File: src/rtl/interval_timer.sv
// Programmable interval timer: divides the system clock by a loadable divisor
// and emits one-cycle tick pulses, in one-shot or periodic mode.
module interval_timer #(
    parameter int W = 16
) (
    input  logic         clock,
    input  logic         reset_,
    input  logic         load,
    input  logic [W-1:0] divisor,
    input  logic         mode,
    input  logic         start,
    input  logic         stop,
    output logic         tick,
    output logic         running,
    output logic         done,
    output logic [W-1:0] count
);

    typedef enum logic {
        ONE_SHOT = 1'b0,
        PERIODIC = 1'b1
    } mode_e;

    logic [W-1:0] div_q, div_d;
    logic [W-1:0] cnt_q, cnt_d;
    mode_e        mode_q, mode_d;
    logic         run_q, run_d;
    logic         tick_q, tick_d;
    logic         done_q, done_d;

    always_comb begin
        // NOTE: every signal gets a default first so no path can infer a latch.
        div_d  = div_q;
        mode_d = mode_q;
        cnt_d  = cnt_q;
        run_d  = run_q;
        done_d = done_q;
        tick_d = 1'b0;

        if (load) begin
            div_d  = divisor;
            mode_d = mode_e'(mode);
            cnt_d  = divisor;
            run_d  = 1'b0;
            done_d = 1'b0;
        end else if (stop) begin
            run_d = 1'b0;
        end else if (start && !run_q) begin
            // A zero divisor can never reach terminal count, so it never starts.
            if (div_q != '0) begin
                run_d = 1'b1;
                if (cnt_q == '0) begin
                    cnt_d  = div_q;
                    done_d = 1'b0;
                end
            end
        end else if (run_q) begin
            if (cnt_q > W'(1)) begin
                cnt_d = cnt_q - W'(1);
            end else if (cnt_q == W'(1)) begin
                tick_d = 1'b1;
                if (mode_q == PERIODIC) begin
                    cnt_d = div_q;
                end else begin
                    cnt_d  = '0;
                    run_d  = 1'b0;
                    done_d = 1'b1;
                end
            end
        end
    end

    always_ff @(posedge clock or negedge reset_) begin
        if (!reset_) begin
            div_q  <= '0;
            mode_q <= ONE_SHOT;
            cnt_q  <= '0;
            run_q  <= 1'b0;
            tick_q <= 1'b0;
            done_q <= 1'b0;
        end else begin
            // NOTE: non-blocking so all state updates see pre-edge values.
            div_q  <= div_d;
            mode_q <= mode_d;
            cnt_q  <= cnt_d;
            run_q  <= run_d;
            tick_q <= tick_d;
            done_q <= done_d;
        end
    end

    assign tick    = tick_q;
    assign running = run_q;
    assign done    = done_q;
    assign count   = cnt_q;

endmodule

File: config.mk
export PLATFORM = sky130hd
export DESIGN_NAME = interval_timer
export DESIGN_NICKNAME = d
export VERILOG_FILES = /design/src/rtl/interval_timer.sv
export SDC_FILE = /design/constraint.sdc
export NUM_CORES = 1
export LEC_CHECK = 0
export ABC_AREA = 0
export CAP_MARGIN = 20
export CELL_PAD_IN_SITES_DETAIL_PLACEMENT = 1
export CELL_PAD_IN_SITES_GLOBAL_PLACEMENT = 1
export CORE_MARGIN = 3
export CORE_UTILIZATION = 40
export CTS_BUF_LIST = sky130_fd_sc_hd__clkbuf_8
export DETAILED_ROUTE_END_ITERATION = 8
export HOLD_SLACK_MARGIN = 0.05
export PLACE_DENSITY = 0.89
export SKIP_CTS_REPAIR_TIMING = 1
export SLEW_MARGIN = 10
export SYNTH_ARGS = -nofsm -noshare
export SYNTH_HDL_FRONTEND = slang
export SYNTH_SLANG_ARGS = --single-unit
File: constraint.sdc
create_clock -name clock -period 6.5 [get_ports clock]
set_input_delay 1.3 -clock clock [delete_from_list [all_inputs] [get_ports clock]]
set_output_delay 1.3 -clock clock [all_outputs]
set_load 0.01 [all_outputs]
==> results by group, run 1 <==
Cells and area
  – Growth of design area from synthesis to finish: 21.8%
  – Nets: 318
  – Fraction of final layout cells with drive strength greater than 1: 0.106
  – Diodes inserted: 0
  – Commonest cells after routing, fill and taps aside: 40 x clkdlybuf4s50_1, 36 x dfrtp_1, 31 x nand2_1, 20 x o21ai_0, 17 x inv_1
  – Post-route non-filler standard cell count: 365
  – Most common library cell in the layout ignoring fill and taps: clkdlybuf4s50_1

Timing
  – Clock skew after layout: 0.00818 ns
  – RSZ-0062 raised after global routing: false
  – Crit path time final: 3.86 ns
  – Worst-Margin Slew: just under 0.9 ns
  – Total Negative Setup Slacks: 0 ns
  – Total count of max-transition violations in the final report: 0
  – Relative max-transition margin: 0.421
  – Final Cycle Share: 0.593
  – Max Clk Rate: 0.259 GHz
  – Worst setup slack after layout: ~2.6 ns
  – Final number of hold-violating endpoints: 0
  – Total of endpoints with negative setup slack in the final report: 0

Worst hold path
  – Hold Path Origin: running
  – Hold endpoint: running
  – Hold depth: 1
  – Min-Delay Path Class: reg -> reg

Synth
  – Register area share after synthesis: 0.381
  – Register bit total from synthesis: 36
  – Cell area after synthesis: about 0.0024 mm^2
  – Most area-hungry cell type in the Yosys netlist: dfrtp_1
  – Number of distinct library cells after synthesis: 52
  – Warnings from Yosys: 0
  – Post-Syn Nets: ~290
  – Share of the synthesized area in the top cell type: 0.381
  – Share of async-settable or async-resettable flops after synthesis: 1.00
  – Synth Instances: between 200 and 300
  – Most used flip-flop cell after synthesis: dfrtp_1
  – Ranking of synthesized cells by area: dfrtp_1 38%, nand2_1 4.9%, o21ai_0 4.2%
  – Synthesized area divided by synthesized cell count: 8.98 um^2
  – EDFF count, synth: 0

Power and ir drop
  – Power per standard cell area: 255 mW/mm^2
  – Total design power: 0.735 mW
  – Peak supply drop: between 0.0001 and 0.00015 V
  – Leakage power figure: 1.11 nW

Global routing
  – Via count of the first global-routing pass: 2319
  – GR Overflow Total: 0
  – Global-route wire length before repair: 12.5 mm
  – GRT Resource Usage Total: 0.225
  – Antenna violations before repair: 0
  – Pin count of the biggest net entering global routing: 41

Setup path
  – Number of cells on the worst reg-to-reg path: 5
  – Delay of the slowest critical-path stage: 0.85 ns
  – Startpoint of the worst register-to-register path: count[13]
  – Endpoint of the most critical register-to-register path: count[3]
  – Critical Path Most Common Cell: nand2b_1
  – Register-to-register setup slack: 3.22 ns
  – Type of the setup path with the least slack: in -> reg
  – Largest fanout of any net on the critical path: 16
  – Required time of the worst setup path: between 6 and 7 ns
  – Crit path cell chain: clkdlybuf4s50_1 -> nand2b_1 -> nand2b_1 -> a2111oi_4 -> or3_1 -> o21ai_0
  – Endpoint class of the critical path: flop
  – Worst path arrival time: 4.01 ns
  – Kind of start point of the critical path: input pin
  – Slowest CP cell: a2111oi_4

Place
  – # port buffers: 40
  – Number of instances in the placed design: around 360
  – Worst slack at placement: 2.40 ns
  – DP Wirelength: 5.55 mm
  – Final Wtd Congestion: 0.867

Clocking
  – Worst-path clk slew: 0.07 ns
  – CTS root buffer: clkbuf_8
  – Clock latency at the later pin of the worst-skew pair: about 0.30 ns
  – Number of CTS-inserted buffers: 5
  – CTS sink count: 36
  – Clock tree from TritonCTS: built
  – Bufs on Longest Clock Path: 2
  – Depth of the CTS H-tree: 2

Drt
  – Routed wire per std cell: 21.3 um
  – Total iterations of the first detailed-routing run: 5
  – Final routed DRC violation total: 0
  – Iter 0 DRT Violations: 338
  – Detail-routed via count per cell: 6.45
  – Number of nets with antenna violations after detailed routing: 0
  – Routed Wire Length: about 8 mm
  – Overall via count from detail_route: between 2000 and 2500

Flow run
  – Max-cap violation count: 0

Die
  – Standard cell core area: 0.00561 mm^2
  – Floorplan die width: approximately 83 um
  – Number of standard-cell rows in the floorplan: 27
  – Floorplan die height: 82.9 um
  – Effective utilization at floorplan: 0.421
  – Die Footprint: 0.00686 mm^2
  – Top Ports: between 40 and 50

Status
  – Run status: complete, no violations
power breakdown:
part,internal (mW),total [mW],switching [mW]
Clock,0.0945,0.177,0.0821
Sequential,0.254,0.304,0.0504
Combinational,0.114,0.254,0.140
per-layer routing:
layer	part of all wire	routed length [um]	global-route usage
met5	0	0	0
met1	0.44	3410	0.310
met3	0.055	430	0.0347
met4	0.014	109	0.0669
met2	0.49	3840	0.365
area by class of cell:
class                      instances  area, um^2
multi-input combinational        189        1300
fill                             677        2730
tap                               72        90.1
timing repair buffer              44         430
inverter                          17        63.8
sequential                        36         901
clock buffer                       7        96.3
worst max-delay path by stage:
stage / endpoint / start
after floorplan: count[1] / start
after global placement: count[12] / start
after detailed placement: count[3] / start
after CTS: count[3] / start
after global routing: count[7] / start
final: count[3] / start
registers in the layout (all words and copies together), names as in the netlist:
name     count
done         1
count       16
mode_q       1
running      1
div_q       16
tick         1
cells by family (layout without fill, tap and decap cells):
family | after synthesis | count (layout) | synth area share
buf+inv | 38 | 68 | 0.0699
flops | 36 | 36 | 0.381
compound gates | 84 | 84 | 0.269
fa+ha+maj | 3 | 3 | 0.0159
xor+xnor | 2 | 2 | 0.00742
mux | 8 | 8 | 0.0381
simple gates | 92 | 92 | 0.219
worst max-delay path: cells and delay by family:
kind	cells	cell delay [ns]
buffers and inverters	1	0.42
and+or+nand+nor	3	1.25
AOI/OAI and AO/OA	2	1.03
Yosys cell counts, drive strengths merged, types with 2 or more instances:
library cell,n
inv,17
nor3,5
dfrtp,36
xnor2,2
o211ai,5
nor2,4
o22ai,6
clkbuf,15
a222oi,3
o41ai,2
o21ai,22
a211oi,3
buf,6
nand2b,5
a221oi,3
nand3,9
o31ai,12
a32oi,6
nand2,31
or2,3
or4,9
a21oi,4
or3,8
ha,3
nor4,11
mux2,8
o31a,2
a2111oi,8
metrics by stage:
stage	area (um^2)	util	hold WS, ns
after global routing	2880	0.513	0.568
after floorplan	2360	-	0.496
after global placement	2780	0.496	0.499
after CTS	2880	0.513	0.522
final	2880	0.513	0.514
after detailed placement	2780	0.496	0.502
Power figures use the tool's default switching activity.
==> inputs of run 2 (changes only) <==
Settings changed: CORE_UTILIZATION 40 to 37, PLACE_DENSITY 0.89 to 0.87.
Clock period 6.5 ns to 3.3 ns, I/O delays scaled along.
==> run 2 against run 1 <==
Flip-flop and latch count is the same; register-to-register slack lost 2.8 ns; global-route usage shrank 1.2 points; combinational power grew 99%; die area grew 7.5%; clock skew is essentially flat; critical path type is now reg -> reg; largest power group unchanged.
==> results by group, run 2 (synthesis gave the netlist of run 1 again) <==
Drt
  – Number of nets with antenna violations after detailed routing: 0
  – Detail-routed via count per cell: 6.17
  – Detail Route met2 WL: 3.53 mm
  – Overall via count from detail_route: roughly 2300
  – Routed Wire Length: ~7.5 mm
  – Met1 routed wirelength after detailed routing: 3.32 mm
  – Iter 0 DRT Violations: 198
  – Routed wire per std cell: 19.8 um
  – Length of routed met3 wiring: 526 um
  – Top layer reached by signal wires: met4
  – Total iterations of the first detailed-routing run: 4
  – Final routed DRC violation total: 0

Global routing
  – GR Overflow Total: 0
  – Global-route wire length before repair: 12.3 mm
  – Via count of the first global-routing pass: 2307
  – Antenna violations before repair: 0
  – GRT Resource Usage Total: 0.213
  – Pin count of the biggest net entering global routing: 37

Clocking
  – Clock latency at the later pin of the worst-skew pair: 0.29 ns
  – Depth of the CTS H-tree: 2
  – Clock tree from TritonCTS: built
  – Worst-path clk slew: 0.07 ns
  – Number of CTS-inserted buffers: 5
  – CTS root buffer: clkbuf_8
  – Bufs on Longest Clock Path: 2
  – CTS sink count: 36

Worst hold path
  – Min-Delay Path Class: reg -> reg

Die
  – Floorplan die width: roughly 86 um
  – Effective utilization at floorplan: 0.390
  – Top Ports: 41
  – Number of standard-cell rows in the floorplan: 28
  – Floorplan die height: between 80 and 90 um
  – Die Footprint: 0.00738 mm^2
  – Standard cell core area: just over 0.006 mm^2

Flow run
  – Max-cap violation count: 0

Power and ir drop
  – Total design power: 1.40 mW
  – Leakage power figure: around 1.2 nW
  – Peak supply drop: ~0.00021 V
  – Power per standard cell area: 476 mW/mm^2

Timing
  – Total of endpoints with negative setup slack in the final report: 0
  – Max Clk Rate: 0.350 GHz
  – Relative max-transition margin: 0.530
  – Worst-Margin Slew: 0.698 ns
  – Crit path time final: 2.86 ns
  – Final Cycle Share: 0.867
  – Total count of max-transition violations in the final report: 0
  – Worst setup slack after layout: approximately 0.44 ns
  – RSZ-0062 raised after global routing: false
  – Total Negative Setup Slacks: 0 ns
  – Clock skew after layout: roughly 0.008 ns
  – Final number of hold-violating endpoints: 0

Setup path
  – Required time of the worst setup path: between 3 and 4 ns
  – Worst path arrival time: a little over 3 ns
  – Cell type group with the largest total delay on the critical path: simple AND/OR/NAND/NOR gates
  – Crit path cell chain: inv_1 -> ha_1 -> or3b_2 -> or4_1 -> a2111oi_0 -> a221oi_1 -> o21ai_1
  – Kind of start point of the critical path: flop
  – Largest fanout of any net on the critical path: 6
  – Type of the setup path with the least slack: reg -> reg
  – Buffers plus inverters on the worst setup path: 1
  – Endpoint class of the critical path: flop
  – Slowest CP cell: or4_1
  – Delay of the slowest critical-path stage: 0.56 ns

Cells and area
  – Nets: 328
  – Filler instances: 733
  – Post-route non-filler standard cell count: 378
  – Fraction of final layout cells with drive strength greater than 1: 0.132
  – Most common library cell in the layout ignoring fill and taps: clkdlybuf4s50_1
  – Growth of design area from synthesis to finish: 24.4%
  – Commonest cells after routing, fill and taps aside: 40 x clkdlybuf4s50_1, 36 x dfrtp_1, 31 x nand2_1, 20 x o21ai_0, 18 x inv_1
  – Diodes inserted: 0

Place
  – # port buffers: 40
  – Number of instances in the placed design: 371
  – DP Wirelength: 5.69 mm
  – Worst slack at placement: roughly 0.47 ns
  – Final Wtd Congestion: 0.870

Status
  – Run status: complete, no violations
==> run 2: changes by cell type in the layout (fill, tap and decap cells not counted) <==
cell      before  now
buf_4          4   14
clkinv_2       0    1
clkbuf_8       7    5
inv_1         17   18
==> run 2: final timing paths <==
kind / endpoint / slack [ns] / cells after the start / start
worst min-delay path: running / 0.52 / 1 / running
min in group asynchronous: count[13] / 0.81 / 2 / reset_
worst max-delay path: count[14] / 0.44 / 7 / count[0]
worst min register to register: running / 0.52 / 1 / running
worst max register to register: count[14] / 0.44 / 7 / count[0]
max in group asynchronous: div_q[4] / 2.16 / 2 / reset_
==> run 2: per-stage QoR <==
stage           util  cell area [um^2]  hold WS, ns
2_1_floorplan      -              2360        0.364
3_3_place_gp   0.472              2860        0.507
3_5_place_dp   0.472              2860        0.503
4_1_cts        0.485              2940        0.522
5_1_grt        0.485              2940        0.563
6_report       0.485              2940        0.518
==> run 2: area by class of cell <==
| class | instances | area [um^2] | area share |
|---|---|---|---|
| clock buffers | 5 | 68.8 | 0.0234 |
| clock inverters | 2 | 8.76 | 0.00298 |
| multi-input cells | 189 | 1300 | 0.441 |
| well taps | 75 | 93.8 | 0.0319 |
| repair buffers | 54 | 505 | 0.172 |
| flip-flops and latches | 36 | 901 | 0.307 |
| inverters | 17 | 63.8 | 0.0217 |
==> run 2: layer usage <==
metal,up-vias,GRT usage
li1,1087,-
met1,1149,0.302
met2,86,0.330
met3,10,0.0394
met4,0,0.0633
met5,-,0
==> run 2: worst reg2reg max path, stage by stage (launching register included) <==
cell,delay [ns]
dfrtp_1,0.47
inv_1,0.16
ha_1,0.25
or3b_2,0.53
or4_1,0.56
a2111oi_0,0.55
a221oi_1,0.11
o21ai_1,0.15
==> run 2: where the power goes <==
part / total [mW] / leakage, nW / switching [mW] / internal, mW
Sequential: 0.596 / 0.446 / 0.0965 / 0.500
Combinational: 0.505 / 0.661 / 0.271 / 0.235
Clock: 0.297 / 0.0452 / 0.156 / 0.140
